--- src/rtl/pkt_flit_buffer_if.sv ---
// rtl/pkt_flit_buffer_if.sv - writer/reader bundle for the speculative packet flit buffer
interface pkt_flit_buffer_if #(
  parameter int DATA_WIDTH = 32,
  parameter int DEPTH      = 8
);
  localparam int CNTW = $clog2(DEPTH + 1);

  // writer side
  logic                  wr_valid;
  logic [DATA_WIDTH-1:0] wr_data;
  logic                  wr_ack;
  logic                  wr_drop;
  logic [CNTW-1:0]       capacity;

  // reader side
  logic                  rd_next;
  logic [DATA_WIDTH-1:0] rd_data;
  logic                  rd_valid;
  logic                  rd_last;
  logic [CNTW-1:0]       pkt_count;

  modport master (
    output wr_valid, wr_data, rd_next,
    input  wr_ack, wr_drop, capacity, rd_data, rd_valid, rd_last, pkt_count
  );

  modport slave (
    input  wr_valid, wr_data, rd_next,
    output wr_ack, wr_drop, capacity, rd_data, rd_valid, rd_last, pkt_count
  );
endinterface

--- src/rtl/pkt_flit_buffer.sv ---
// rtl/pkt_flit_buffer.sv - circular flit buffer with speculative packet commit and rollback
//
// Flits of a packet are written behind commit_tail and only become visible to
// the reader once the last flit arrives. A bad flit number or running out of
// space rolls wr_tail back to commit_tail, discarding the partial packet.
// Each stored slot carries an extra "last" bit above the flit data.
module pkt_flit_buffer #(
  parameter int DATA_WIDTH = 32,
  parameter int DEPTH      = 8,
  parameter int CW         = 3,
  parameter int FN_LSB     = 0,
  parameter int PS_LSB     = 4
) (
  input  logic             clock,
  input  logic             reset_n,
  pkt_flit_buffer_if.slave bus
);
  localparam int PW   = (DEPTH > 1) ? $clog2(DEPTH) : 1;
  localparam int CNTW = $clog2(DEPTH + 1);
  localparam int MW   = DATA_WIDTH + 1;

  // storage: {last, data}; intentionally not cleared by reset
  logic [MW-1:0]   r_mem [DEPTH];

  logic [PW-1:0]   r_head;
  logic [PW-1:0]   r_commit_tail;
  logic [PW-1:0]   r_wr_tail;
  logic [CNTW-1:0] r_cnt_c;
  logic [CNTW-1:0] r_cnt_s;
  logic [CNTW-1:0] r_pkt_count;
  logic [CW-1:0]   r_expected;
  logic [CW-1:0]   r_size;
  logic            r_wr_ack;
  logic            r_wr_drop;

  logic [CW-1:0]   w_fn;
  logic [CW-1:0]   w_ps;
  logic [CW-1:0]   w_exp_inc;
  logic [CW-1:0]   w_size_eff;
  logic [CNTW-1:0] w_free;
  logic [CNTW-1:0] w_cnt_c_add;
  logic            w_fn_bad;
  logic            w_hdr_bad;
  logic            w_full;
  logic            w_accept;
  logic            w_rollback;
  logic            w_drop;
  logic            w_last;
  logic            w_commit;
  logic            w_rd_fire;
  logic            w_head_last;
  logic [PW-1:0]   w_wr_tail_inc;
  logic [PW-1:0]   w_head_inc;

  function automatic logic [PW-1:0] ptr_inc(input logic [PW-1:0] p);
    return (p == PW'(DEPTH - 1)) ? '0 : p + PW'(1);
  endfunction

  assign w_fn       = bus.wr_data[FN_LSB +: CW];
  assign w_ps       = bus.wr_data[PS_LSB +: CW];
  assign w_exp_inc  = r_expected + CW'(1);

  // free space is taken from registered counts, so a same-cycle read never
  // makes room for a same-cycle write
  assign w_free     = CNTW'(DEPTH) - r_cnt_c - r_cnt_s;

  // write decision, in priority order: flit number, header sanity, space
  assign w_fn_bad   = bus.wr_valid && (w_fn != r_expected);
  assign w_hdr_bad  = bus.wr_valid && !w_fn_bad && (r_expected == '0) &&
                      ((w_ps == '0) || (32'(w_ps) > 32'(DEPTH)));
  assign w_full     = bus.wr_valid && !w_fn_bad && !w_hdr_bad && (w_free == '0);
  assign w_accept   = bus.wr_valid && !w_fn_bad && !w_hdr_bad && !w_full;
  assign w_rollback = w_fn_bad || w_full;
  assign w_drop     = w_fn_bad || w_hdr_bad || w_full;

  // on flit 0 the size comes straight from the header, later from the latch
  assign w_size_eff = (r_expected == '0) ? w_ps : r_size;
  assign w_last     = (w_exp_inc == w_size_eff);
  assign w_commit   = w_accept && w_last;

  assign w_wr_tail_inc = ptr_inc(r_wr_tail);
  assign w_head_inc    = ptr_inc(r_head);

  assign w_rd_fire   = bus.rd_next && (r_cnt_c != '0);
  assign w_head_last = r_mem[r_head][DATA_WIDTH];
  assign w_cnt_c_add = w_commit ? (r_cnt_s + CNTW'(1)) : '0;

  // flit storage; a held reset suppresses writes so nothing lands mid-reset
  always_ff @(posedge clock) begin
    if (reset_n && w_accept) begin
      r_mem[r_wr_tail] <= {w_last, bus.wr_data};
    end
  end

  // write-side pointers, speculative count and packet tracking
  always_ff @(posedge clock) begin
    if (!reset_n) begin
      r_wr_tail     <= '0;
      r_commit_tail <= '0;
      r_cnt_s       <= '0;
      r_expected    <= '0;
      r_size        <= '0;
    end else if (w_rollback) begin
      r_wr_tail     <= r_commit_tail;
      r_cnt_s       <= '0;
      r_expected    <= '0;
    end else if (w_accept) begin
      r_wr_tail <= w_wr_tail_inc;
      if (r_expected == '0) begin
        r_size <= w_ps;
      end
      if (w_last) begin
        r_commit_tail <= w_wr_tail_inc;
        r_cnt_s       <= '0;
        r_expected    <= '0;
      end else begin
        r_cnt_s    <= r_cnt_s + CNTW'(1);
        r_expected <= w_exp_inc;
      end
    end
  end

  // committed side: head pointer, committed flits and whole-packet count
  always_ff @(posedge clock) begin
    if (!reset_n) begin
      r_head      <= '0;
      r_cnt_c     <= '0;
      r_pkt_count <= '0;
    end else begin
      if (w_rd_fire) begin
        r_head <= w_head_inc;
      end
      r_cnt_c     <= r_cnt_c + w_cnt_c_add - CNTW'(w_rd_fire);
      r_pkt_count <= r_pkt_count + CNTW'(w_commit) - CNTW'(w_rd_fire && w_head_last);
    end
  end

  // one-cycle status pulses for the writer
  always_ff @(posedge clock) begin
    if (!reset_n) begin
      r_wr_ack  <= 1'b0;
      r_wr_drop <= 1'b0;
    end else begin
      r_wr_ack  <= w_commit;
      r_wr_drop <= w_drop;
    end
  end

  assign bus.wr_ack    = r_wr_ack;
  assign bus.wr_drop   = r_wr_drop;
  assign bus.capacity  = w_free;
  assign bus.rd_valid  = (r_cnt_c != '0);
  assign bus.rd_data   = r_mem[r_head][DATA_WIDTH-1:0];
  // the last bit of a stale slot must not leak out while the buffer is empty
  assign bus.rd_last   = (r_cnt_c != '0) && w_head_last;
  assign bus.pkt_count = r_pkt_count;
endmodule

--- src/flat_wrapper.sv ---
// flat-port wrapper written by rule: the top's interface ports become plain ports
module pkt_flit_buffer_flat 
#(
  parameter int DATA_WIDTH = 32,
  parameter int DEPTH      = 8,
  parameter int CW         = 3,
  parameter int FN_LSB     = 0,
  parameter int PS_LSB     = 4
)
  (clock, reset_n, bus_wr_valid, bus_wr_data, bus_rd_next, bus_wr_ack, bus_wr_drop, bus_capacity, bus_rd_data, bus_rd_valid, bus_rd_last, bus_pkt_count);
  pkt_flit_buffer_if #(.DATA_WIDTH(DATA_WIDTH), .DEPTH(DEPTH)) bus_i ();
  input  logic clock;
  input  logic reset_n;
  input wire logic [$bits(bus_i.wr_valid)-1:0] bus_wr_valid;
  input wire logic [$bits(bus_i.wr_data)-1:0] bus_wr_data;
  input wire logic [$bits(bus_i.rd_next)-1:0] bus_rd_next;
  output wire logic [$bits(bus_i.wr_ack)-1:0] bus_wr_ack;
  output wire logic [$bits(bus_i.wr_drop)-1:0] bus_wr_drop;
  output wire logic [$bits(bus_i.capacity)-1:0] bus_capacity;
  output wire logic [$bits(bus_i.rd_data)-1:0] bus_rd_data;
  output wire logic [$bits(bus_i.rd_valid)-1:0] bus_rd_valid;
  output wire logic [$bits(bus_i.rd_last)-1:0] bus_rd_last;
  output wire logic [$bits(bus_i.pkt_count)-1:0] bus_pkt_count;
  assign bus_i.wr_valid = bus_wr_valid;
  assign bus_i.wr_data = bus_wr_data;
  assign bus_i.rd_next = bus_rd_next;
  assign bus_wr_ack = bus_i.wr_ack;
  assign bus_wr_drop = bus_i.wr_drop;
  assign bus_capacity = bus_i.capacity;
  assign bus_rd_data = bus_i.rd_data;
  assign bus_rd_valid = bus_i.rd_valid;
  assign bus_rd_last = bus_i.rd_last;
  assign bus_pkt_count = bus_i.pkt_count;
  pkt_flit_buffer #(.DATA_WIDTH(DATA_WIDTH), .DEPTH(DEPTH), .CW(CW), .FN_LSB(FN_LSB), .PS_LSB(PS_LSB)) u_core (.clock(clock), .reset_n(reset_n), .bus(bus_i));
endmodule
--- config.mk ---
export PLATFORM = sky130hd
export DESIGN_NAME = pkt_flit_buffer_flat
export DESIGN_NICKNAME = d
export VERILOG_FILES = /design/src/rtl/pkt_flit_buffer_if.sv /design/src/rtl/pkt_flit_buffer.sv /design/src/flat_wrapper.sv
export SDC_FILE = /design/constraint.sdc
export NUM_CORES = 1
export LEC_CHECK = 0
export ABC_CLOCK_PERIOD_IN_PS = 7950
export BUFFER_PORTS_ARGS = -buffer_cell sky130_fd_sc_hd__buf_2
export CAP_MARGIN = 40
export CORE_AREA = 2 2 167 185
export CTS_CLUSTER_SIZE = 12
export DETAILED_ROUTE_END_ITERATION = 6
export DIE_AREA = 0 0 169 187
export HOLD_SLACK_MARGIN = 0.02
export PLACE_DENSITY_LB_ADDON = 0.15
export SLEW_MARGIN = 20
export SYNTH_ARGS = -nofsm -noshare
export SYNTH_HDL_FRONTEND = slang
export SYNTH_SLANG_ARGS = --single-unit
export TNS_END_PERCENT = 1
--- constraint.sdc ---
create_clock -name clock -period 7.95 [get_ports clock]
set_clock_uncertainty 0.1 [all_clocks]
set_input_delay 0.795 -clock clock [delete_from_list [all_inputs] [get_ports clock]]
set_output_delay 0.795 -clock clock [all_outputs]
set_load 0.01 [all_outputs]
[After elaboration in Yosys (flattened, before gate mapping)]
Memory sizes are Yosys's and may differ from the RTL's. A register that Yosys moved wholly into a read port is not among the register bits.
Index checks and enable logic that the tools add are counted.
Operators by class
  add/subtract/negate cells: 10
  equality and inequality tests: 4
  muxes and demuxes: 12
  bitwise operators: 2
  reduce and logical (&&, ||, !) cells: 26
Operator list (count)
  $mux 3: 8
  $logic_and 1x1->1: 12
  $add 3x1->3 const B: 3
  $mux 4: 2
  $sub 4x1->4: 2
  $eq 3x3->1 const B: 2
  $logic_not 3->1: 2
  $add 4x1->4: 1
  $add 4x1->4 const B: 1
  $add 4x4->4: 1
  $logic_not 4->1: 1
  $reduce_bool 4->1: 1
  $sub 4x4->4: 1
  $sub 4x4->4 const A: 1
  $eq 3x3->1: 1
  $logic_not 1->1: 3
  $logic_or 1x1->1: 3
  $ne 3x3->1: 1
  $reduce_and 3->1: 1
  $mux 1: 2
  $not 1->1: 2
  $reduce_and 2->1: 1
  $reduce_bool 2->1: 1
  $reduce_or 2->1: 1
Word-level totals
  register bits after elaboration: 29
  RAM bits: 264
  input bits: 36
  logic and storage cells: 65
  memories kept: 1
Memories
  u_core.r_mem: depth 8, width 33, read ports 1, clocked after memory_dff 1, wr ports 1, RTL line pkt_flit_buffer.sv:23  | logic [MW-1:0] r_mem [DEPTH];

[Longest topological paths before layout]
Gate-level depths: netlist (run 1).
  depth in word-level cells: 15
  mapped depth: 19
  gate-level depth less buffers: 18

[Least setup slack after synthesis (run 1)]
OpenSTA, ideal clock, no wires.
  path kind: reg2reg
  from: register u_core.r_cnt_s[0]
  to: memory u_core.r_mem[0][0] in the netlist's numbering (enable)
  setup time: 506 ps
  arrival time: 5641 ps
  required time: 7344 ps
  path slack: 1703 ps
  stages on the path, launching flop included: 12
  clock period less this slack: 6247 ps
  path through: dfxtp_1 inv_1 ha_1 ha_1 fa_1 xnor2_1 xnor2_2 nor4_2 or3_4 clkbuf_8 buf_4 nor4_1
Between the ends
  cells in the longest elaborated chain, start to end: 8
RTL lines
  from (decl): RTL line pkt_flit_buffer.sv:29  | logic [CNTW-1:0] r_cnt_s;
  from (signal assigned): RTL line pkt_flit_buffer.sv:117  | r_cnt_s <= r_cnt_s + CNTW'(1);
  $sub 4x4->4: RTL line pkt_flit_buffer.sv:65  | assign w_free = CNTW'(DEPTH) - r_cnt_c - r_cnt_s;
  named net bus_capacity[3]: RTL line flat_wrapper.sv:19  | output wire logic [$bits(bus_i.capacity)-1:0] bus_capacity;
  $logic_not 4->1: RTL line pkt_flit_buffer.sv:71  | assign w_full = bus.wr_valid && !w_fn_bad && !w_hdr_bad && (w_free == '0);
  $logic_and 1x1->1: RTL line pkt_flit_buffer.sv:71
  $logic_not 1->1: RTL line pkt_flit_buffer.sv:72  | assign w_accept = bus.wr_valid && !w_fn_bad && !w_hdr_bad && !w_full;
  $logic_and 1x1->1: RTL line pkt_flit_buffer.sv:72
  $logic_and 1x1->1: RTL line pkt_flit_buffer.sv:90  | if (reset_n && w_accept) begin
  $mux 1: RTL line pkt_flit_buffer.sv:90
  $mux 1 (implied by the code): RTL line pkt_flit_buffer.sv:91  | r_mem[r_wr_tail] <= {w_last, bus.wr_data};
  to (decl): RTL line pkt_flit_buffer.sv:23
The timed path passes the listed nets, and every way through them passes these cells.

[Final worst setup path (run 1)]
  from: register u_core.r_cnt_s[0]
  to: register u_core.r_cnt_c[3]
Between the ends
  cells in the longest elaborated chain, start to end: 9
RTL lines
  $sub 4x4->4: RTL line pkt_flit_buffer.sv:65
  $logic_not 4->1: RTL line pkt_flit_buffer.sv:71
  $logic_and 1x1->1: RTL line pkt_flit_buffer.sv:71
  $logic_not 1->1: RTL line pkt_flit_buffer.sv:72
  $logic_and 1x1->1: RTL line pkt_flit_buffer.sv:72
  $logic_and 1x1->1: RTL line pkt_flit_buffer.sv:79  | assign w_commit = w_accept && w_last;
  named net u_core.w_commit: RTL line pkt_flit_buffer.sv:49  | logic w_commit;
  $mux 4: RTL line pkt_flit_buffer.sv:86  | assign w_cnt_c_add = w_commit ? (r_cnt_s + CNTW'(1)) : '0;
  $add 4x4->4: RTL line pkt_flit_buffer.sv:133  | r_cnt_c <= r_cnt_c + w_cnt_c_add - CNTW'(w_rd_fire);
  $sub 4x1->4: RTL line pkt_flit_buffer.sv:133
  to (signal assigned): RTL line pkt_flit_buffer.sv:133
  to (decl): RTL line pkt_flit_buffer.sv:28  | logic [CNTW-1:0] r_cnt_c;
The timed path passes the listed nets, and every way through them passes these cells.
A chain may end at the register's enable or synchronous reset.

==> summary.md, run 1 <==
| Metric | Value |
|---|---|
| Part of the power in registers | `46.2%` |
| Worst Tran Pin Value | `610 ps` |
| Most frequent cells in the layout | `edfxtp_1, buf_2, mux4_2, mux2_2, clkbuf_16` |
| Chip width | `169 µm` |
| Die height | `~190 µm` |
| CP endpoint kind | `flop` |
| Initial antenna violation count | `0` |
| Synth Register Bits | `roughly 300` |
| Hpwl dp | `13900 µm` |
| Number of synthesized flops with an enable pin | `264` |
| Worst Path Class, Setup | `reg -> reg` |
| Cell mode on critical path | `ha_1` |
| Crit-path cells | `inv_1 > ha_1 > ha_1 > fa_1 > xnor2_1 > xnor2_2 > nor4_2 > or3_4 > nor2_1 > nand2_1 > ha_1 > inv_1 > ha_1 > a21o_1 > a21oi_1 > xnor2_1 > nor4_1 > nor3_1` |
| Final WL | `23300 µm` |
| Core Box Area | `0.0300 mm²` |
| Final setup vio count | `0` |
| Max-cap violation count | `0` |
| Hold WC Path Type | `reg -> reg` |
| DRC viols | `0` |
| Diode count | `0` |
| Worst VDD drop | `~0.23 mV` |
| GR Overflow Total | `0` |
| Clock group share of total power | `34.6%` |
| Initial Util | `approximately two fifths` |
| Via/cell ratio | `between 5 and 6` |
| Final #Nets | `766` |
| Setup TNS | `0 ps` |
| Net Sw Power | `0.946 mW` |
| CTS tree | `done` |
| Net count after synthesis | `around 660` |
| Hold_buf cts | `0` |
| Critical path's largest stage delay | `490 ps` |
| Vias in the first global route | `6309` |
| Status | `complete, no violations` |
| Dpl cells | `1053` |
| Final worst-path cycle share | `53.9%` |
| Cell Count, Final, Fillers Out | `1106` |
| Routability cong. | `roughly 0.84` |
| CTS Buffer Depth | `3` |
| Synth unique cells | `38` |
| ANT nets after route | `0` |
| Main synth FF type | `edfxtp_1` |
| Final Power | `3.86 mW` |
| Hold slack | `380 ps` |
| Share of layout cells above drive strength 1 | `between 30% and 40%` |
| Setup WS pre-CTS | `3630 ps` |
| Period minus WS final | `4290 ps` |
| Internal power | `2.92 mW` |
| Vias | `5849` |
| CP Launch Type | `flop` |
| Final core utilization | `45.6%` |
| Port bufs | `79` |
| Syn Area/Cell | `19.5 µm²` |
| Post-CTS Setup Repair Bufs | `0` |
| Ys async rst share | `0%` |
| Critical-path maximum fanout | `20` |
| GRT Util Overall | `14.9%` |
| Slew Viols, Final | `0` |
| Total CTS buffers | `30` |
| Sw Share | `24.5%` |
| Unrepaired setup endpoints after global routing | `false` |
| Slowest cell on crit path | `or3_4` |
| Fillers | `about 2.5k` |
| Commonest non-fill, non-tap cell in the layout | `edfxtp_1` |
| Mapped Cells | `around 600` |
| Yosys warning count | `0` |
| PnR worst setup slack | `3660 ps` |
| Post-CTS sizing | `0` |
| Fmax | `roughly 0.23 GHz` |
| Sequential share of the synthesized area | `72.8%` |
| Hold Vio Cnt, Final | `0` |
| P_leak | `4.51 nW` |
| CTS clk-pin slew, worst paths | `60 ps` |
| Area Overhead vs Synth | `16.3%` |
| Clk_lat worst skew | `540 ps` |
| Routed length per instance | `approximately 21 µm` |
| First-pass GRT wire length | `36000 µm` |
| Number of DRC markers in iteration 0 | `445` |
| Placed cell areas | `about 0.013 mm²` |
| WP data arrival | `4590 ps` |
| CP required | `8250 ps` |
| CTS Sinks | `296` |
| Clock root buffer | `clkbuf_16` |
| Pwr Density | `between 200 and 300 mW/mm²` |
| Post-Syn Area | `~0.012 mm²` |
| Final Instance Area | `0.0137 mm²` |
| Detailed Routing Iterations Pass 1 | `4` |
| # H-tree levels | `1` |
| Pin count of the biggest net entering global routing | `44` |
| Worst slew margin | `59.2%` |
| Combinational share of power | `19.3%` |
| Row count | `67` |
| IO Pins | `80` |
| Die ar. | `0.0316 mm²` |
[critical path: cells and delay by family (launching register included)]
family	cells	cell delay, ps
AO/OA/AOI/OAI	2	340
XOR/XNOR	3	520
AND/OR/NAND/NOR	6	1190
flip-flops	1	400
adder cells (fa/ha/maj)	5	1440
buffers and inverters	2	140
[synth_stat cells (3+ instances only)]
| master | count | area [µm²] |
|---|---|---|
| nor3_1 | 10 | 50.1 |
| ha_1 | 21 | 263 |
| edfxtp_1 | 264 | 7930 |
| nand2_1 | 21 | 78.8 |
| xor2_1 | 6 | 52.6 |
| o21ai_0 | 7 | 35.0 |
| nand3_1 | 13 | 65.1 |
| buf_1 | 5 | 18.8 |
| fa_1 | 3 | 60.1 |
| mux2_2 | 34 | 383 |
| a21o_1 | 3 | 22.5 |
| xnor2_1 | 10 | 87.6 |
| and2_1 | 5 | 31.3 |
| inv_1 | 24 | 90.1 |
| nor2_1 | 12 | 45.0 |
| dfxtp_1 | 32 | 641 |
| mux4_2 | 66 | 1490 |
| clkbuf_1 | 11 | 41.3 |
| buf_2 | 7 | 35.0 |
| mux2i_1 | 6 | 60.1 |
| nor4_1 | 4 | 25.0 |
| or4_1 | 3 | 22.5 |
| a21oi_1 | 19 | 95.1 |
[flip-flops by register name, indices dropped and copies added, names as in the netlist, named ones only]
name,count
u_core.bus.pkt_count,4
u_core.bus.wr_ack,1
u_core.bus.wr_drop,1
u_core.r_cnt_c,4
u_core.r_cnt_s,4
u_core.r_commit_tail,3
u_core.r_expected,3
u_core.r_head,3
u_core.r_mem,264
u_core.r_size,3
u_core.r_wr_tail,3
[routing by layer]
layer	part of all wire (%)	up-vias	track usage, %
li1	-	2613	-
met1	43	3094	19.3
met2	52	117	26.6
met3	3.5	25	2.09
met4	1.6	0	3.29
met5	0	-	0
[cells by family (layout without fill, tap and decap cells)]
logic type | after synthesis | after routing | synth area share, %
multiplexers | 106 | 106 | 16.4
adder cells (fa/ha/maj) | 24 | 24 | 2.74
AO/OA/AOI/OAI | 33 | 33 | 1.52
AND/OR/NAND/NOR | 79 | 79 | 3.43
buffers and inverters | 49 | 172 | 1.75
XOR/XNOR | 17 | 17 | 1.33
flip-flops | 296 | 296 | 72.8
[worst paths after layout]
kind | slack, ps | startpoint | endpoint | cells past startpoint
setup / recovery | 3660 | u_core.r_cnt_s[0] | u_core.r_cnt_c[3] | 18
setup reg to reg | 3660 | u_core.r_cnt_s[0] | u_core.r_cnt_c[3] | 18
hold / removal | 380 | u_core.r_size[2] | u_core.r_size[2] | 2
hold reg to reg | 380 | u_core.r_size[2] | u_core.r_size[2] | 2
[area by class of cell]
| type | instances | area [µm²] | share of cell area (%) |
|---|---|---|---|
| Clock buffer | 47 | 856 | 6.25 |
| Clock inverter | 6 | 77.6 | 0.567 |
| Inverter | 24 | 90.1 | 0.658 |
| Multi-Input combinational cell | 259 | 3040 | 22.2 |
| Sequential cell | 296 | 8580 | 62.7 |
| Tap cell | 379 | 474 | 3.46 |
| Timing Repair Buffer | 95 | 576 | 4.20 |
[power by group through the flow]
stage	combinational [mW]	clock [mW]	sequential (mW)
after floorplan	0.562	0	1.78
after global placement	0.709	0	1.84
after detailed placement	0.757	0	1.82
after CTS	0.763	1.37	1.79
after global routing	0.825	1.43	1.79
final	0.744	1.33	1.78
Power figures use the tool's default switching activity.
==> run 2, diff against run 1 <==
- ABC_CLOCK_PERIOD_IN_PS: 7950 -> 4400
- clock period: 7.95 -> 4.4 ns (I/O delays scaled with it)
==> summary.md, run 2 (synthesized netlist as in run 1, its figures left out) <==
| Metric | Value |
|---|---|
| CTS Buffer Depth | `3` |
| Via/cell ratio | `5.22` |
| Clk_lat worst skew | `between 500 and 600 ps` |
| Detailed Routing Iterations Pass 1 | `4` |
| GR Overflow Total | `0` |
| First-pass GRT wire length | `around 36000 µm` |
| Slowest cell on crit path | `fa_1` |
| Status | `complete, no violations` |
| Hold Vio Cnt, Final | `0` |
| Vias in the first global route | `about 6.2k` |
| Port bufs | `79` |
| CP Launch Type | `flop` |
| Clock group share of total power | `about 34%` |
| Initial antenna violation count | `1` |
| # H-tree levels | `1` |
| Internal power | `5.20 mW` |
| Die height | `187 µm` |
| Row count | `67` |
| Total CTS buffers | `31` |
| PnR worst setup slack | `310 ps` |
| Pin count of the biggest net entering global routing | `37` |
| Final worst-path cycle share | `93.0%` |
| Net Sw Power | `~1.7 mW` |
| Sw Share | `25.1%` |
| Core Box Area | `0.0300 mm²` |
| DRC viols | `0` |
| CP required | `4710 ps` |
| Clock root buffer | `clkbuf_16` |
| Hold WC Path Type | `in -> reg` |
| WP data arrival | `about 4400 ps` |
| Area Overhead vs Synth | `16.7%` |
| Final WL | `23300 µm` |
| Initial Util | `roughly 39%` |
| Diode count | `0` |
| Slew Viols, Final | `0` |
| Die ar. | `0.0316 mm²` |
| Worst Path Class, Setup | `reg -> reg` |
| CTS Sinks | `296` |
| Max reg flops | `264` |
| Most frequent cells in the layout | `edfxtp_1, buf_2, mux4_2, mux2_2, clkbuf_16` |
| Unrepaired setup endpoints after global routing | `false` |
| Critical path's largest stage delay | `450 ps` |
| Period minus WS final | `about 4100 ps` |
| Worst VDD drop | `0.304 mV` |
| Part of the power in registers | `46.0%` |
| Routability cong. | `0.820` |
| Share of layout cells above drive strength 1 | `34.7%` |
| Cell Count, Final, Fillers Out | `1112` |
| Fillers | `2566` |
| Combinational share of power | `19.9%` |
| GRT Util Overall | `between 10 and 15%` |
| ANT nets after route | `0` |
| Dpl cells | `~1.1k` |
| Top reg by flops | `u_core.r_mem` |
| Critical-path maximum fanout | `5` |
| Setup WS pre-CTS | `242 ps` |
| Number of DRC markers in iteration 0 | `373` |
| Chip width | `169 µm` |
| Worst slew margin | `56.8%` |
| Worst Tran Pin Value | `643 ps` |
| Final #Nets | `about 770` |
| Cell mode on critical path | `ha_1` |
| Fmax | `0.244 GHz` |
| CP endpoint kind | `flop` |
| IO Pins | `80` |
| Hold_buf cts | `0` |
| Hpwl dp | `13200 µm` |
| Commonest non-fill, non-tap cell in the layout | `edfxtp_1` |
| CTS tree | `done` |
| Final core utilization | `between 40% and 50%` |
| Max-cap violation count | `0` |
| Vias | `5800` |
| Final Power | `6.95 mW` |
| Crit-path cells | `inv_1 > ha_1 > ha_1 > fa_1 > xnor2_1 > xnor2_2 > nor4_2 > or3_4 > nor2_2 > nand2_1 > ha_1 > inv_1 > ha_1 > a21o_1 > a21oi_1 > xnor2_1 > o31a_1 > nor3_1` |
| Final setup vio count | `0` |
| Pwr Density | `506 mW/mm²` |
| Routed length per instance | `roughly 21 µm` |
| CTS clk-pin slew, worst paths | `~60 ps` |
| P_leak | `around 4.5 nW` |
==> run 2: cell types whose count changed in the layout (fill, tap and decap cells not counted), moves of 3 or more <==
| cell | previous run | this run |
|---|---|---|
| buf_12 | 0 | 3 |
| clkinv_2 | 2 | 5 |
| nor4_4 | 0 | 3 |
| nor4_2 | 4 | 1 |
==> run 2: cell type report <==
class / count / area (µm²) / share of cell area (%)
Sequential cell: 296 / 8580 / 62.5
Multi-Input combinational cell: 259 / 3070 / 22.4
Tap cell: 379 / 474 / 3.45
Inverter: 24 / 90.1 / 0.656
Clock buffer: 50 / 887 / 6.46
Clock inverter: 8 / 45.0 / 0.328
Timing Repair Buffer: 96 / 581 / 4.23
==> run 2: metal layers <==
layer	up-vias	GRT usage, %	part of all wire (%)
met3	26	2.64	4.3
met2	112	26.3	52
met4	2	3.06	1.5
met1	3038	18.8	42
li1	2622	-	-
met5	-	0	0.056
==> run 2: timing repair <==
item                                   CTS  global route
gates resized for setup                  0             1
setup endpoints to repair                0             1
endpoints found under the hold margin    0             0
buffers inserted                         0             0
==> run 2: worst paths after layout <==
path	startpoint	to	slack (ps)	depth (start not counted)
worst max register to register	u_core.r_cnt_s[0]	u_core.r_cnt_c[3]	310	18
worst min register to register	u_core.r_size[1]	u_core.r_size[1]	360	2
worst max-delay path	u_core.r_cnt_s[0]	u_core.r_cnt_c[3]	310	18
worst min-delay path	bus_wr_data[15]	u_core.r_mem[7][15]	60	1
==> run 2: metrics by stage <==
| step | cell area, µm² | hold slack (ps) | TNS [ps] |
|---|---|---|---|
| global placement | 12800 | 348 | 0 |
| finish | 13700 | 57.1 | 0 |
| CTS | 13700 | 40.0 | 0 |
| global route | 13700 | 50.6 | 0 |
| detailed placement | 12800 | 353 | 0 |
| floorplan | 11800 | 336 | -109550 |
==> run 2: power groups by stage <==
stage / clock network, mW / registers, mW / logic (mW)
after floorplan: 0 / 3.22 / 1.02
after global placement: 0 / 3.25 / 1.36
after detailed placement: 0 / 3.25 / 1.39
after CTS: 2.44 / 3.19 / 1.40
after global routing: 2.55 / 3.20 / 1.52
final: 2.37 / 3.19 / 1.38
==> run 2: critical path, delay by kind of cell, from the launching register on <==
kind	cells	cell delay, ps
adders and majority gates	5	1430
buffers and inverters	2	130
and+or+nand+nor	5	770
AOI/OAI and AO/OA	3	540
xor gates and xnor gates	3	580
DFF	1	400
